===== src/rtl/lsu.sv =====
// -----------------------------------------------------------------------------
// lsu -- load/store unit sitting downstream of the ALU.
//
// Runs one data-memory transaction per accepted `start` over a req/ack
// handshake, steering store bytes onto the right lanes and sign/zero-extending
// load results for writeback. Every output is registered.
//
// Parameters:
//   ACK_TIMEOUT  max cycles spent in REQ waiting for mem_ack (0 = no timeout)
//
// Build option:
//   LSU_MISALIGN_TRAP_EN  when defined, misaligned halfword/word accesses
//                         complete without a memory access and fault = 01.
//                         When undefined, halfwords use only addr[1] and
//                         words ignore addr[1:0].
//
// Ports:
//   clk, rst_n          clock, asynchronous active-low reset
//   start               request a transaction (sampled only in IDLE)
//   opcode, funct3      LOAD/STORE opcode and access size/signedness
//   addr, wdata         effective byte address, store data (rs2)
//   busy, done          busy outside IDLE; one-cycle completion pulse
//   rdata               extended load result (0 after a store or a fault)
//   fault               00 ok, 01 misaligned, 10 timeout, 11 illegal funct3
//   mem_req, mem_we     memory request / write strobe
//   mem_be              byte enables
//   mem_addr            word-aligned address
//   mem_wdata           lane-steered store data
//   mem_ack, mem_rdata  memory acknowledge and load data word
// -----------------------------------------------------------------------------
`ifndef LOAD
`define LOAD 7'b0000011
`endif
`ifndef STORE
`define STORE 7'b0100011
`endif

module lsu #(
  parameter int ACK_TIMEOUT = 255
) (
  input  logic        clk,
  input  logic        rst_n,
  input  logic        start,
  input  logic [6:0]  opcode,
  input  logic [2:0]  funct3,
  input  logic [31:0] addr,
  input  logic [31:0] wdata,
  output logic        busy,
  output logic        done,
  output logic [31:0] rdata,
  output logic [1:0]  fault,
  output logic        mem_req,
  output logic        mem_we,
  output logic [3:0]  mem_be,
  output logic [31:0] mem_addr,
  output logic [31:0] mem_wdata,
  input  logic        mem_ack,
  input  logic [31:0] mem_rdata
);

  typedef enum logic [1:0] {IDLE, REQ, DONE} state_t;

  localparam logic [1:0] FAULT_OK       = 2'b00;
  localparam logic [1:0] FAULT_MISALIGN = 2'b01;
  localparam logic [1:0] FAULT_TIMEOUT  = 2'b10;
  localparam logic [1:0] FAULT_ILLEGAL  = 2'b11;

  localparam bit TIMEOUT_EN = (ACK_TIMEOUT != 0);
  localparam int CNT_W      = (ACK_TIMEOUT > 1) ? $clog2(ACK_TIMEOUT) : 1;
  // Last REQ cycle index: counting from 0, mem_req is high ACK_TIMEOUT cycles.
  localparam logic [CNT_W-1:0] CNT_LAST = CNT_W'((ACK_TIMEOUT > 0) ? ACK_TIMEOUT - 1 : 0);

  state_t            state_q, state_d;
  logic [CNT_W-1:0]  cnt_q, cnt_d;
  logic [2:0]        funct3_q, funct3_d;
  logic [1:0]        lane_q, lane_d;
  logic              busy_d, done_d, mem_req_d, mem_we_d;
  logic [31:0]       rdata_d, mem_addr_d, mem_wdata_d;
  logic [1:0]        fault_d;
  logic [3:0]        mem_be_d;

  logic is_load, is_store, illegal, misaligned;

  // Lane select plus extension of the returned word.
  function automatic logic [31:0] load_extract(input logic [2:0]  f3,
                                               input logic [1:0]  lane,
                                               input logic [31:0] word);
    logic [7:0]  b;
    logic [15:0] h;
    case (lane)
      2'd0:    b = word[7:0];
      2'd1:    b = word[15:8];
      2'd2:    b = word[23:16];
      default: b = word[31:24];
    endcase
    h = lane[1] ? word[31:16] : word[15:0];
    case (f3)
      3'b000:  load_extract = {{24{b[7]}}, b};
      3'b001:  load_extract = {{16{h[15]}}, h};
      3'b100:  load_extract = {24'h0, b};
      3'b101:  load_extract = {16'h0, h};
      default: load_extract = word;
    endcase
  endfunction

  always_comb begin
    is_load  = (opcode == `LOAD);
    is_store = (opcode == `STORE);
    // Loads: 011/110/111 have no meaning. Stores: only SB/SH/SW exist.
    illegal  = is_load ? (funct3 inside {3'b011, 3'b110, 3'b111})
                       : (funct3 > 3'b010);
`ifdef LSU_MISALIGN_TRAP_EN
    case (funct3[1:0])
      2'b01:   misaligned = addr[0];
      2'b10:   misaligned = (addr[1:0] != 2'b00);
      default: misaligned = 1'b0;
    endcase
`else
    misaligned = 1'b0;
`endif
  end

  always_comb begin
    // NOTE: every signal gets a default before the case so no path leaves it
    // unassigned; otherwise synthesis infers a latch to hold the old value.
    state_d     = state_q;
    cnt_d       = cnt_q;
    funct3_d    = funct3_q;
    lane_d      = lane_q;
    busy_d      = busy;
    done_d      = 1'b0;
    rdata_d     = rdata;
    fault_d     = fault;
    mem_req_d   = mem_req;
    mem_we_d    = mem_we;
    mem_be_d    = mem_be;
    mem_addr_d  = mem_addr;
    mem_wdata_d = mem_wdata;

    case (state_q)
      IDLE: begin
        if (start && (is_load || is_store)) begin
          funct3_d = funct3;
          lane_d   = addr[1:0];
          busy_d   = 1'b1;
          if (illegal || misaligned) begin
            state_d = DONE;
            done_d  = 1'b1;
            rdata_d = 32'h0;
            fault_d = illegal ? FAULT_ILLEGAL : FAULT_MISALIGN;
          end else begin
            state_d    = REQ;
            cnt_d      = '0;
            mem_req_d  = 1'b1;
            mem_we_d   = is_store;
            mem_addr_d = {addr[31:2], 2'b00};
            if (is_load) begin
              mem_be_d    = 4'b1111;
              mem_wdata_d = 32'h0;
            end else begin
              case (funct3[1:0])
                2'b00: begin
                  mem_be_d    = 4'b0001 << addr[1:0];
                  mem_wdata_d = {4{wdata[7:0]}};
                end
                2'b01: begin
                  mem_be_d    = addr[1] ? 4'b1100 : 4'b0011;
                  mem_wdata_d = {2{wdata[15:0]}};
                end
                default: begin
                  mem_be_d    = 4'b1111;
                  mem_wdata_d = wdata;
                end
              endcase
            end
          end
        end
      end

      REQ: begin
        // An ack in the final allowed cycle wins over the timeout.
        if (mem_ack) begin
          state_d   = DONE;
          done_d    = 1'b1;
          mem_req_d = 1'b0;
          fault_d   = FAULT_OK;
          rdata_d   = mem_we ? 32'h0 : load_extract(funct3_q, lane_q, mem_rdata);
        end else if (TIMEOUT_EN && (cnt_q == CNT_LAST)) begin
          state_d   = DONE;
          done_d    = 1'b1;
          mem_req_d = 1'b0;
          fault_d   = FAULT_TIMEOUT;
          rdata_d   = 32'h0;
        end else if (TIMEOUT_EN) begin
          cnt_d = cnt_q + 1'b1;
        end
      end

      DONE: begin
        state_d = IDLE;
        busy_d  = 1'b0;
      end

      default: begin
        state_d = IDLE;
        busy_d  = 1'b0;
      end
    endcase
  end

  // NOTE: sequential state uses non-blocking assignments so every register
  // samples the pre-edge values of the others, independent of statement order.
  always_ff @(posedge clk or negedge rst_n) begin
    if (!rst_n) begin
      state_q   <= IDLE;
      cnt_q     <= '0;
      funct3_q  <= 3'b000;
      lane_q    <= 2'b00;
      busy      <= 1'b0;
      done      <= 1'b0;
      rdata     <= 32'h0;
      fault     <= FAULT_OK;
      mem_req   <= 1'b0;
      mem_we    <= 1'b0;
      mem_be    <= 4'b0000;
      mem_addr  <= 32'h0;
      mem_wdata <= 32'h0;
    end else begin
      state_q   <= state_d;
      cnt_q     <= cnt_d;
      funct3_q  <= funct3_d;
      lane_q    <= lane_d;
      busy      <= busy_d;
      done      <= done_d;
      rdata     <= rdata_d;
      fault     <= fault_d;
      mem_req   <= mem_req_d;
      mem_we    <= mem_we_d;
      mem_be    <= mem_be_d;
      mem_addr  <= mem_addr_d;
      mem_wdata <= mem_wdata_d;
    end
  end

endmodule


===== config.mk =====
export PLATFORM = sky130hd
export DESIGN_NAME = lsu
export DESIGN_NICKNAME = d
export VERILOG_FILES = /design/src/rtl/lsu.sv
export SDC_FILE = /design/constraint.sdc
export NUM_CORES = 1
export LEC_CHECK = 0
export CAP_MARGIN = 20
export CORE_ASPECT_RATIO = 0.5
export CORE_MARGIN = 8
export CORE_UTILIZATION = 40
export DETAILED_ROUTE_END_ITERATION = 16
export GPL_TIMING_DRIVEN = 0
export PLACE_DENSITY = 0.77
export SYNTH_ARGS = -nofsm -noshare
export SYNTH_HDL_FRONTEND = slang
export SYNTH_SLANG_ARGS = --single-unit

===== constraint.sdc =====
create_clock -name clk -period 1.87 [get_ports clk]
set_input_delay 0.2805 -clock clk [delete_from_list [all_inputs] [get_ports clk]]
set_output_delay 0.2805 -clock clk [all_outputs]
set_load 0.02 [all_outputs]

==> flow_metrics.py <==
metrics = {
    "clock_network": {
        "worstSkewPairLatency_ns": 0.41,
        "cts_buffers": 17,
        "clock_sinks": 119,
        "clockBufferDepth": 2,
        "clkTransAtPathRegs_ns": 0.06,
        "root_buffer": "clkbuf_16",
        "cts_max_level": 4,
        "cts_tree": "built",
    },
    "setup_path": {
        "startpoint_type": "flip-flop",
        "crit_path_max_incr_delay_ns": 0.40,
        "worst_setup_path_end_kind": "flip-flop",
        "cp_cell_sequence": "ha_4, and3_4, a211oi_4, o22ai_2, buf_4, or3_4, a21oi_2",
        "worstPathArrival_ns": 2.16,
        "cp_max_fo": 3,
        "critPathKind": "reg2reg",
        "required_ns": 2.20,
        "worst_path_max_delay_cell": "dfrtp_1",
    },
    "route": {
        "drt-wirelength-per-cell_um": 18.1,
        "drt_pass1_iterations": 6,
        "wirelength_um": 19300,
        "drc": 0,
        "vias": 5546,
        "postRouteAntennaNets": 0,
        "vias_per_cell": 5.22,
        "first_iter_violations": 350,
    },
    "logic_synthesis": {
        "synth-main-ff-cell": "dfrtp_1",
        "synthCells": 616,
        "synth_area_um2": 5580,
        "synth_edf_count": 0,
        "synth_area_per_cell_um2": 9.05,
        "synth-seq-cells": 119,
        "ys_types": 46,
        "ys_warn_count": 0,
        "synthArstFlopShare": 1.00,
        "yosysSeqAreaShare": 0.534,
    },
    "power": {
        "ir_drop_uv": 609,
        "powerDensity_nw_per_um2": 913,
        "p_leak_uw": 0.00397,
    },
    "global_route": {
        "grt_max_degree": 69,
        "antenna_found_initial": 0,
        "grt_pass1_wl_um": 30700,
        "grt.overflow.total": 0,
        "grt_pass1_vias": 5762,
        "track_usage": 0.211,
    },
    "place": {
        "routabilityCongestion": 0.849,
        "dp_hpwl_um": 14200,
        "dpl_cell_area_um2": 7980,
        "post-place-ws_ns": -0.821,
        "io_buffers": 213,
    },
    "sta": {
        "fin_skew_ns": 0.0133,
        "hold_viol_final": 0,
        "finalWorstSetupSlack_ns": 0.0389,
        "max_slew.worst_pin.slew_ns": 0.597,
        "rsz0062_at_grt": "yes",
        "post-route-period-util": 0.979,
        "period_needed_ns": 1.83,
        "setup_viol": 0,
        "max_freq_mhz": 546,
        "maxSlewHeadroom": 0.602,
        "drv_slew": 0,
    },
    "floorplan": {
        "core_region_area_um2": 13600,
        "rows": 30,
        "die_y_um": 99.5,
        "die_area_um2": 18200,
        "die_w_um": 183,
        "ios": 216,
        "initial_utilization": 0.410,
    },
    "finish": {
        "fillers": 1118,
        "area_growth_pct": 58.0,
        "n_antenna_cell": 0,
        "drive_gt1_frac": 0.135,
        "final_nets": 972,
        "final_cell_area_um2": 8810,
    },
    "status": {
        "outcome": "finished clean",
    },
    "min_path": {
        "hold_path_class": "in2async",
    },
    "run": {
        "drv_cap": 0,
    },
}
metrics by stage:
stage	TNS, ns	hold slack (ns)	utilization	power (µW)	instances
3_5_place_dp	-58.69	0.279	0.587	4730	1023
4_1_cts	-0.370	0.389	0.639	8080	1060
6_report	0	0.401	0.649	8050	1063
3_3_place_gp	-560.21	0.450	0.585	4690	1022
5_1_grt	-0.0459	0.405	0.649	8390	1063
2_1_floorplan	0	-0.0151	-	3790	617
area by class of cell:
cell class                      instances  area, µm²  area share
Clock buffer                           22        494      0.0561
Sequential cell                       119       2980       0.338
Multi-Input combinational cell        445       2500       0.283
Inverter                               14       52.6     0.00596
Buffer                                 39        215      0.0244
Timing Repair Buffer                  224       2240       0.254
Tap cell                              192        240      0.0273
Clock inverter                          8       96.3      0.0109
metal layers:
layer / vias to the layer above / wire length (µm) / GRT usage
met5: - / 0 / 0
met4: 0 / 612 / 0.0944
met3: 46 / 1310 / 0.0571
met2: 206 / 9480 / 0.366
met1: 2702 / 7850 / 0.244
li1: 2592 / - / -
where the power goes:
| group | internal [µW] | switching [µW] |
|---|---|---|
| Sequential | 2820 | 153 |
| Combinational | 850 | 923 |
| Clock | 2120 | 1180 |
repair_timing:
item	in CTS	in global routing
resized for setup	20	54
pin swaps	8	11
endpoints found under the hold margin	51	0
hold buffers	1	0
buffers inserted	6	3
endpoints found under the setup margin	105	83
Yosys cell counts, drive strengths merged, types with 2 or more instances:
cell | instances | share of area
nand3 | 13 | 0.012
a21oi | 35 | 0.031
a32o | 3 | 0.0054
a31oi | 2 | 0.0022
nor2b | 3 | 0.0034
nor3 | 2 | 0.0018
mux2i | 14 | 0.025
nand2 | 193 | 0.13
ha | 2 | 0.0045
or3 | 5 | 0.0056
and4 | 2 | 0.0031
buf | 15 | 0.016
nor2 | 32 | 0.022
o21ai | 52 | 0.047
or2 | 2 | 0.0022
o221ai | 7 | 0.011
o31ai | 27 | 0.036
a211oi | 2 | 0.0036
clkbuf | 24 | 0.016
mux2 | 12 | 0.024
nand2b | 9 | 0.010
dfrtp | 119 | 0.53
nor3b | 6 | 0.0081
inv | 13 | 0.0087
a221oi | 6 | 0.0094
state kept, by name, indices dropped and copies added (netlist names):
| name | count |
|---|---|
| busy | 1 |
| state_q | 2 |
| mem_req | 1 |
| rdata | 32 |
| lane_q | 2 |
| mem_wdata | 32 |
| done | 1 |
| fault | 2 |
| mem_addr | 30 |
| mem_be | 4 |
| funct3_q | 3 |
| mem_we | 1 |
| cnt_q | 8 |
critical path: cells and delay by family, from the launching register on:
kind / cells / cell delay [ns]
buf+inv: 1 / 0.17
flops: 1 / 0.40
fa+ha+maj: 1 / 0.16
compound gates: 3 / 0.52
simple gates: 2 / 0.52
cells by family (layout without fill, tap and decap cells):
group,Yosys count,after routing,share of synthesized area
AND/OR/NAND/NOR,275,275,0.210
flip-flops,119,119,0.534
adder cells (fa/ha/maj),2,2,0.00449
AO/OA/AOI/OAI,139,139,0.155
buffers and inverters,53,307,0.0417
other,1,2,0.000672
multiplexers,27,27,0.0534
cell usage in the layout, fill, tap and decap left out, drive strengths merged, types with 2 or more instances in the layout:
| cell | Yosys | final |
|---|---|---|
| clkdlybuf4s50 | 0 | 212 |
| nand2 | 193 | 193 |
| dfrtp | 119 | 119 |
| o21ai | 52 | 52 |
| clkbuf | 24 | 42 |
| a21oi | 35 | 35 |
| nor2 | 32 | 32 |
| buf | 15 | 30 |
| o31ai | 27 | 27 |
| mux2i | 14 | 14 |
| nand3 | 13 | 13 |
| inv | 13 | 13 |
| mux2 | 12 | 12 |
| nand2b | 9 | 9 |
| o221ai | 7 | 7 |
| nor3b | 6 | 6 |
| a221oi | 6 | 6 |
| clkinv | 1 | 6 |
| or3 | 5 | 5 |
| a32o | 3 | 3 |
| nor2b | 3 | 3 |
| a31oi | 2 | 2 |
| or2 | 2 | 2 |
| conb | 1 | 2 |
| bufinv | 0 | 2 |
| and4 | 2 | 2 |
| nor3 | 2 | 2 |
| a211oi | 2 | 2 |
| ha | 2 | 2 |
final timing paths:
| kind | start | end | slack, ns | depth (start not counted) |
|---|---|---|---|---|
| worst min-delay path | rst_n | mem_wdata[31] | 0.40 | 2 |
| worst max register to register | cnt_q[1] | cnt_q[4] | 0.04 | 7 |
| worst min register to register | mem_wdata[0] | mem_wdata[0] | 0.46 | 2 |
| min in group clk | addr[2] | mem_addr[2] | 0.40 | 3 |
| max in group asynchronous | rst_n | cnt_q[0] | 0.74 | 3 |
| worst max-delay path | cnt_q[1] | cnt_q[4] | 0.04 | 7 |
Note: power is estimated with default switching activity, not from simulation.
